==> src/rtl/spi_display_pkg.sv <==
// rtl/spi_display_pkg.sv - shared opcodes, codes, states and colour helpers for the SPI display decoder
package spi_display_pkg;

    localparam logic [7:0] OP_SWRESET = 8'h01;
    localparam logic [7:0] OP_DISPOFF = 8'h28;
    localparam logic [7:0] OP_DISPON  = 8'h29;
    localparam logic [7:0] OP_CASET   = 8'h2A;
    localparam logic [7:0] OP_PASET   = 8'h2B;
    localparam logic [7:0] OP_RAMWR   = 8'h2C;
    localparam logic [7:0] OP_MADCTL  = 8'h36;
    localparam logic [7:0] OP_COLMOD  = 8'h3A;
    localparam logic [7:0] OP_RAMWRC  = 8'h3C;

    localparam logic [3:0] COLMOD_565 = 4'h5;
    localparam logic [3:0] COLMOD_666 = 4'h6;

    localparam int MADCTL_MY = 7;
    localparam int MADCTL_MX = 6;
    localparam int MADCTL_MV = 5;

    typedef enum logic [1:0] {
        ST_IDLE,
        ST_PARAM,
        ST_WRITE
    } state_e;

    // Replicate the channel MSBs into the low bits so full-scale inputs map to 0xFF.
    function automatic logic [23:0] expand565(input logic [15:0] w);
        return {w[15:11], w[15:13], w[10:5], w[10:9], w[4:0], w[4:2]};
    endfunction

    function automatic logic [23:0] expand666(input logic [7:0] r, input logic [7:0] g,
                                              input logic [7:0] b);
        return {r[7:2], r[7:6], g[7:2], g[7:6], b[7:2], b[7:6]};
    endfunction

endpackage

==> src/rtl/pixel_fifo.sv <==
// rtl/pixel_fifo.sv - synchronous pixel FIFO with flush and same-cycle push/pop
module pixel_fifo #(
    parameter int DEPTH = 4,
    parameter int DW    = 56
) (
    input  logic          clk,
    input  logic          reset_n,
    input  logic          flush,
    input  logic          push,
    input  logic [DW-1:0] push_data,
    input  logic          pop,
    output logic [DW-1:0] head_data,
    output logic          empty,
    output logic          full
);
    localparam int AW = $clog2(DEPTH);
    localparam logic [AW:0] PTR_ONE = (AW+1)'(1);

    logic [AW:0]   wr_ptr_q, rd_ptr_q;
    logic [DW-1:0] mem_q [DEPTH];
    logic          do_push, do_pop;

    assign empty     = (wr_ptr_q == rd_ptr_q);
    assign full      = (wr_ptr_q[AW] != rd_ptr_q[AW]) &&
                       (wr_ptr_q[AW-1:0] == rd_ptr_q[AW-1:0]);
    assign do_pop    = pop & ~empty;
    // A full FIFO still takes a push when the head leaves in the same cycle.
    assign do_push   = push & (~full | do_pop) & ~flush;
    assign head_data = empty ? '0 : mem_q[rd_ptr_q[AW-1:0]];

    always_ff @(posedge clk or negedge reset_n) begin
        if (!reset_n) begin
            wr_ptr_q <= '0;
            rd_ptr_q <= '0;
        end else if (flush) begin
            wr_ptr_q <= '0;
            rd_ptr_q <= '0;
        end else begin
            if (do_push) wr_ptr_q <= wr_ptr_q + PTR_ONE;
            if (do_pop)  rd_ptr_q <= rd_ptr_q + PTR_ONE;
        end
    end

    always_ff @(posedge clk) begin
        if (do_push) mem_q[wr_ptr_q[AW-1:0]] <= push_data;
    end

endmodule

==> src/rtl/spi_display_ctrl.sv <==
// rtl/spi_display_ctrl.sv - ILI9340-subset command decoder producing mapped pixels into a FIFO
module spi_display_ctrl
    import spi_display_pkg::*;
#(
    parameter int WIDTH      = 16,
    parameter int X_RES      = 1024,
    parameter int Y_RES      = 768,
    parameter int FIFO_DEPTH = 4
) (
    input  logic             clk,
    input  logic             reset_n,
    input  logic             cs,
    input  logic             rx_strobe,
    input  logic [7:0]       rx_data,
    input  logic             rx_dc,
    output logic             pix_valid,
    input  logic             pix_ready,
    output logic [WIDTH-1:0] pix_x,
    output logic [WIDTH-1:0] pix_y,
    output logic [23:0]      pix_data,
    output logic             display_on,
    output logic             overflow,
    output logic [WIDTH-1:0] x_start,
    output logic [WIDTH-1:0] x_end,
    output logic [WIDTH-1:0] y_start,
    output logic [WIDTH-1:0] y_end
);
    localparam int               FW      = 2 * WIDTH + 24;
    localparam logic [WIDTH-1:0] X_MAX   = WIDTH'(X_RES - 1);
    localparam logic [WIDTH-1:0] Y_MAX   = WIDTH'(Y_RES - 1);
    localparam logic [15:0]      X_MAX16 = 16'(X_RES - 1);
    localparam logic [15:0]      Y_MAX16 = 16'(Y_RES - 1);
    localparam logic [WIDTH-1:0] ONE     = WIDTH'(1);

    state_e           state_q, state_d;
    logic [7:0]       opcode_q, opcode_d;
    logic [2:0]       pcnt_q, pcnt_d;
    logic [23:0]      pbuf_q, pbuf_d;
    logic [1:0]       pixcnt_q, pixcnt_d;
    logic [15:0]      pixbuf_q, pixbuf_d;
    logic [WIDTH-1:0] xs_q, xs_d, xe_q, xe_d, ys_q, ys_d, ye_q, ye_d;
    logic [WIDTH-1:0] col_q, col_d, row_q, row_d;
    logic             mv_q, mv_d, mx_q, mx_d, my_q, my_d;
    logic             fmt666_q, fmt666_d;
    logic             disp_on_q, disp_on_d;
    logic             ovf_q, ovf_d;
    logic             cs_q;

    logic [15:0]      p_start, p_end, p_max, p_end_c;
    logic [WIDTH-1:0] lx, ly, map_x, map_y;
    logic             pix_done, fifo_flush, fifo_full, fifo_empty, fifo_pop;
    logic [23:0]      pix_rgb;
    logic [FW-1:0]    head;

    // The 4th window byte is combined directly from rx_data so the commit happens on its strobe.
    assign p_start = pbuf_q[23:8];
    assign p_end   = {pbuf_q[7:0], rx_data};
    assign p_max   = (opcode_q == OP_CASET) ? X_MAX16 : Y_MAX16;
    assign p_end_c = (p_end > p_max) ? p_max : p_end;

    always_comb begin
        lx    = mv_q ? row_q : col_q;
        ly    = mv_q ? col_q : row_q;
        map_x = mx_q ? X_MAX - lx : lx;
        map_y = my_q ? Y_MAX - ly : ly;
    end

    always_comb begin
        state_d    = state_q;
        opcode_d   = opcode_q;
        pcnt_d     = pcnt_q;
        pbuf_d     = pbuf_q;
        pixcnt_d   = pixcnt_q;
        pixbuf_d   = pixbuf_q;
        xs_d       = xs_q;
        xe_d       = xe_q;
        ys_d       = ys_q;
        ye_d       = ye_q;
        col_d      = col_q;
        row_d      = row_q;
        mv_d       = mv_q;
        mx_d       = mx_q;
        my_d       = my_q;
        fmt666_d   = fmt666_q;
        disp_on_d  = disp_on_q;
        ovf_d      = ovf_q;
        pix_done   = 1'b0;
        pix_rgb    = '0;
        fifo_flush = 1'b0;

        if (cs && !cs_q) begin
            state_d  = ST_IDLE;
            pcnt_d   = '0;
            pixcnt_d = '0;
        end else if (rx_strobe && !rx_dc) begin
            opcode_d = rx_data;
            pcnt_d   = '0;
            pixcnt_d = '0;
            state_d  = ST_IDLE;
            case (rx_data)
                OP_SWRESET: begin
                    xs_d       = '0;
                    xe_d       = X_MAX;
                    ys_d       = '0;
                    ye_d       = Y_MAX;
                    col_d      = '0;
                    row_d      = '0;
                    mv_d       = 1'b0;
                    mx_d       = 1'b0;
                    my_d       = 1'b0;
                    fmt666_d   = 1'b0;
                    disp_on_d  = 1'b0;
                    ovf_d      = 1'b0;
                    fifo_flush = 1'b1;
                end
                OP_DISPOFF: disp_on_d = 1'b0;
                OP_DISPON:  disp_on_d = 1'b1;
                OP_CASET, OP_PASET, OP_MADCTL, OP_COLMOD: state_d = ST_PARAM;
                OP_RAMWR: begin
                    col_d   = xs_q;
                    row_d   = ys_q;
                    state_d = ST_WRITE;
                end
                OP_RAMWRC: state_d = ST_WRITE;
                default: ;
            endcase
        end else if (rx_strobe) begin
            case (state_q)
                ST_PARAM: begin
                    if (pcnt_q != 3'd4) pcnt_d = pcnt_q + 3'd1;
                    pbuf_d = {pbuf_q[15:0], rx_data};
                    case (opcode_q)
                        OP_CASET, OP_PASET: begin
                            if (pcnt_q == 3'd3 && p_start <= p_end_c) begin
                                if (opcode_q == OP_CASET) begin
                                    xs_d = WIDTH'(p_start);
                                    xe_d = WIDTH'(p_end_c);
                                end else begin
                                    ys_d = WIDTH'(p_start);
                                    ye_d = WIDTH'(p_end_c);
                                end
                            end
                        end
                        OP_MADCTL: begin
                            if (pcnt_q == 3'd0) begin
                                my_d = rx_data[MADCTL_MY];
                                mx_d = rx_data[MADCTL_MX];
                                mv_d = rx_data[MADCTL_MV];
                            end
                        end
                        OP_COLMOD: begin
                            if (pcnt_q == 3'd0) begin
                                if (rx_data[3:0] == COLMOD_565)      fmt666_d = 1'b0;
                                else if (rx_data[3:0] == COLMOD_666) fmt666_d = 1'b1;
                            end
                        end
                        default: ;
                    endcase
                end
                ST_WRITE: begin
                    pixbuf_d = {pixbuf_q[7:0], rx_data};
                    if (!fmt666_q && pixcnt_q == 2'd1) begin
                        pix_done = 1'b1;
                        pix_rgb  = expand565({pixbuf_q[7:0], rx_data});
                        pixcnt_d = '0;
                    end else if (fmt666_q && pixcnt_q == 2'd2) begin
                        pix_done = 1'b1;
                        pix_rgb  = expand666(pixbuf_q[15:8], pixbuf_q[7:0], rx_data);
                        pixcnt_d = '0;
                    end else begin
                        pixcnt_d = pixcnt_q + 2'd1;
                    end
                end
                default: ;
            endcase
        end

        // A dropped pixel still consumes its slot in the window.
        if (pix_done) begin
            if (col_q != xe_q) begin
                col_d = col_q + ONE;
            end else begin
                col_d = xs_q;
                row_d = (row_q == ye_q) ? ys_q : row_q + ONE;
            end
            if (fifo_full && !fifo_pop) ovf_d = 1'b1;
        end
    end

    always_ff @(posedge clk or negedge reset_n) begin
        if (!reset_n) begin
            state_q   <= ST_IDLE;
            opcode_q  <= '0;
            pcnt_q    <= '0;
            pbuf_q    <= '0;
            pixcnt_q  <= '0;
            pixbuf_q  <= '0;
            xs_q      <= '0;
            xe_q      <= X_MAX;
            ys_q      <= '0;
            ye_q      <= Y_MAX;
            col_q     <= '0;
            row_q     <= '0;
            mv_q      <= 1'b0;
            mx_q      <= 1'b0;
            my_q      <= 1'b0;
            fmt666_q  <= 1'b0;
            disp_on_q <= 1'b0;
            ovf_q     <= 1'b0;
            cs_q      <= 1'b1;
        end else begin
            state_q   <= state_d;
            opcode_q  <= opcode_d;
            pcnt_q    <= pcnt_d;
            pbuf_q    <= pbuf_d;
            pixcnt_q  <= pixcnt_d;
            pixbuf_q  <= pixbuf_d;
            xs_q      <= xs_d;
            xe_q      <= xe_d;
            ys_q      <= ys_d;
            ye_q      <= ye_d;
            col_q     <= col_d;
            row_q     <= row_d;
            mv_q      <= mv_d;
            mx_q      <= mx_d;
            my_q      <= my_d;
            fmt666_q  <= fmt666_d;
            disp_on_q <= disp_on_d;
            ovf_q     <= ovf_d;
            cs_q      <= cs;
        end
    end

    assign fifo_pop = pix_valid & pix_ready;

    pixel_fifo #(
        .DEPTH (FIFO_DEPTH),
        .DW    (FW)
    ) u_fifo (
        .clk       (clk),
        .reset_n   (reset_n),
        .flush     (fifo_flush),
        .push      (pix_done),
        .push_data ({map_x, map_y, pix_rgb}),
        .pop       (fifo_pop),
        .head_data (head),
        .empty     (fifo_empty),
        .full      (fifo_full)
    );

    assign pix_valid  = ~fifo_empty;
    assign pix_x      = head[FW-1 -: WIDTH];
    assign pix_y      = head[FW-WIDTH-1 -: WIDTH];
    assign pix_data   = head[23:0];
    assign display_on = disp_on_q;
    assign overflow   = ovf_q;
    assign x_start    = xs_q;
    assign x_end      = xe_q;
    assign y_start    = ys_q;
    assign y_end      = ye_q;

endmodule

==> config.mk <==
export PLATFORM = sky130hd
export DESIGN_NAME = spi_display_ctrl
export DESIGN_NICKNAME = d
export VERILOG_FILES = /design/src/rtl/spi_display_pkg.sv /design/src/rtl/pixel_fifo.sv /design/src/rtl/spi_display_ctrl.sv
export SDC_FILE = /design/constraint.sdc
export NUM_CORES = 1
export LEC_CHECK = 0
export BUFFER_PORTS_ARGS = -buffer_cell sky130_fd_sc_hd__buf_2
export CORE_MARGIN = 5
export CORE_UTILIZATION = 50
export DETAILED_ROUTE_END_ITERATION = 10
export HOLD_SLACK_MARGIN = 0.15
export PLACE_DENSITY = 0.67
export SLEW_MARGIN = 20
export SYNTH_ARGS = -nofsm -noshare
export SYNTH_HDL_FRONTEND = slang
export SYNTH_SLANG_ARGS = --single-unit
==> constraint.sdc <==
create_clock -name clk -period 6 [get_ports clk]
set_input_delay 1.2 -clock clk [delete_from_list [all_inputs] [get_ports clk]]
set_output_delay 1.2 -clock clk [all_outputs]
set_load 0.01 [all_outputs]
==> impl_metrics.csv <==
group,metric,value,unit
sta,setup_viol,0,
logic_synthesis,yosysSeqAreaShare,60.3,%
placed_design,hpwl,29.3,mm
finish,final_net_count,1433,
drt,drtIter0Drc,822,
worst_setup_path,crit_fanout,22,
placed_design,gp_congestion,0.910,
clocking,clock_sinks,378,
worst_setup_path,arrival,5230,ps
power,power.density,328,nW/um^2
sta,fin_hold_ws,495,ps
logic_synthesis,synth_area_per_cell,13.8,sq um
placed_design,place_inst,1803,
finish,area_growth,12.8,%
logic_synthesis,syn_area,17500,sq um
logic_synthesis,synthTopCellsByArea,"edfxtp_1 (37%), dfrtp_1 (20%), mux4_2 (6.9%), mux2_2 (3.8%), dfstp_2 (3.0%)",
sta,rsz0062_at_grt,"no",
clocking,cts-root-buf,"clkbuf_16",
logic_synthesis,syn_inst,1275,
sta,fmax,208,MHz
clocking,cts_resized,0,
outcome,status,"completed",
logic_synthesis,synth_top_area_cell,"edfxtp_1",
placed_design,dpl_cell_area,18600,sq um
drt,drc,0,
die,core_region_area,34500,sq um
grt,grtUsageTotal,21.8,%
logic_synthesis,ys_types,80,
finish,instances_no_fill,1874,
logic_synthesis,ys_ff_latch,378,
grt,grt_pass1_wl,66.4,mm
logic_synthesis,yosysWarnings,0,
die,die_w,197,um
clocking,cts_tree,"yes",
clocking,clk_pin_slew,60,ps
logic_synthesis,yosys-top-cells-count,"edfxtp_1 (216), dfrtp_1 (142), nand2_1 (93)",
die,die_area,38900,sq um
logic_synthesis,synthArstFlopShare,42.9,%
sta,final_hold_viol_count,0,
grt,grt_pass1_vias,11036,
finish,regArea,10600,sq um
power,ir_drop,0.270,mV
sta,maxSlewViolCount,0,
worst_setup_path,critical_path_class,"flip-flop to flip-flop",
worst_setup_path,crit_path_end_kind,"flip-flop",
finish,nFillCells,2878,
power,cellLeakagePower,0.00771,uW
clocking,clockBufferDepth,3,
die,rows,68,
die,start_util,50.8,%
logic_synthesis,yosysTopAreaCellShare,37.0,%
logic_synthesis,synth-edff-count,216,
grt,grt-ovfl-total,0,
drt,antenna_left,0,
worst_setup_path,start_kind,"flip-flop",
sta,worst_pin_slew,914,ps
drt,num_vias,11070,
finish,diodes,0,
die,io_pins,137,
finish,layout-drive-gt1-share,25.3,%
run,cap_violations,0,
sta,slew_headroom,38.5,%
logic_synthesis,synth_most_common_cell,"edfxtp_1",
sta,period_needed,4820,ps
grt,antenna_found_initial,0,
sta,period_share,80.3,%
worst_hold_path,hold_class,"flip-flop to flip-flop",
die,floorplan.die.height,197,um
clocking,cts_hold_buf,0,
clocking,htree_levels,2,
clocking,cts_buffers,40,
finish,final_area,19800,sq um
finish,multi_input_area,6500,sq um
clocking,post-cts-setup-buffers,0,
drt,routed_wl,42.4,mm
worst_setup_path,crit_required,6410,ps
grt,grt_max_degree,70,
sta,fin_setup_tns,0,ps
clocking,clk_latency,530,ps
placed_design,numPortBuffers,136,
drt,vias_per_cell,5.91,
drt,wl_per_cell,22.6,um
drt,dr.pass1.iters,5,
sta,finClkSkew,17.7,ps
logic_synthesis,synth_flop_cell,"edfxtp_1",
per-stage QoR:
step	utilization, %	setup slack, ps	power [uW]
6_report	57.3	1180	6490
5_1_grt	57.3	743	6790
4_1_cts	57.2	1190	6560
3_5_place_dp	53.8	1050	4270
3_3_place_gp	53.8	1130	4260
2_1_floorplan	-	1760	3810
power by group:
part	switching [uW]	internal, uW
combinational	664	600
clock	975	1330
sequential	116	2810
critical path, cell delays in order (launching register included):
cell and delay, ps:
dfrtp_1 370, and4bb_2 310, nor4b_2 310, inv_1 90, ha_1 280, nand4_1 90
o311ai_1 360, nand3_1 120, buf_4 230, mux2i_1 180, ha_1 310, nand4_1 90
or4_1 510, o21a_1 210, o31ai_2 100, nand3_1 660, a22o_1 460
area by class of cell:
cell class                      count  share of cell area (%)
Sequential cell                   378                    53.4
Timing Repair Buffer              152                    4.14
Clock buffer                       56                    5.57
Multi-Input combinational cell    787                    32.9
Inverter                           31                   0.588
Clock inverter                     15                   0.531
Tap cell                          455                    2.88
placed cells by master (no fill, tap or decap), types with 19 or more instances in the layout:
cell type / instances
edfxtp_1: 216
dfrtp_1: 140
buf_2: 135
nand2_1: 93
mux2_2: 59
nor2b_1: 58
mux4_2: 54
nor2_1: 49
clkbuf_16: 41
xnor2_1: 40
a21oi_1: 40
a22o_1: 38
mux2i_1: 33
inv_1: 31
o21ai_0: 31
xor2_1: 29
ha_1: 29
dfstp_2: 20
and2_1: 19
state kept, by name (all words and copies together) (netlist names), 2 cells and up:
name	flops
col_q	16
u_fifo.wr_ptr_q	3
state_q	2
opcode_q	8
x_end	16
u_fifo.rd_ptr_q	3
u_fifo.mem_q	216
pixcnt_q	2
row_q	16
x_start	16
pbuf_q	24
y_start	16
y_end	16
pixbuf_q	14
pcnt_q	3
per-layer routing:
| metal | up-vias | track usage, % | share of wire, % |
|---|---|---|---|
| met4 | 0 | 5.32 | 2.1 |
| met1 | 5583 | 33.0 | 45 |
| met3 | 66 | 3.55 | 6.0 |
| met2 | 393 | 33.3 | 46 |
| li1 | 5028 | - | - |
| met5 | - | 0 | 0 |
cell families (layout without fill, tap and decap cells):
family / Yosys count / after routing / share of synthesized area, %
flops: 378 / 378 / 60.3
buf+inv: 115 / 254 / 2.90
compound gates: 197 / 197 / 8.01
fa+ha+maj: 29 / 29 / 2.07
other cells: 1 / 6 / 0.0214
mux: 146 / 146 / 12.6
simple gates: 340 / 340 / 10.7
xor+xnor: 69 / 69 / 3.45
final timing paths:
path	startpoint	to	slack, ps	cells after the start
worst max-delay path	opcode_q[6]$_DFFE_PN0P_	x_start[14]$_DFFE_PN0P_	1180	16
worst min-delay path	pixbuf_q[0]$_DFFE_PN0P_	pixbuf_q[0]$_DFFE_PN0P_	490	2
worst max register to register	opcode_q[6]$_DFFE_PN0P_	x_start[14]$_DFFE_PN0P_	1180	16
worst min register to register	pixbuf_q[0]$_DFFE_PN0P_	pixbuf_q[0]$_DFFE_PN0P_	490	2
max in group asynchronous	reset_n	x_end[11]$_DFFE_PN0P_	4120	2
min in group asynchronous	reset_n	pbuf_q[12]$_DFFE_PN0P_	680	1
Note: power is estimated with default switching activity, not from simulation.
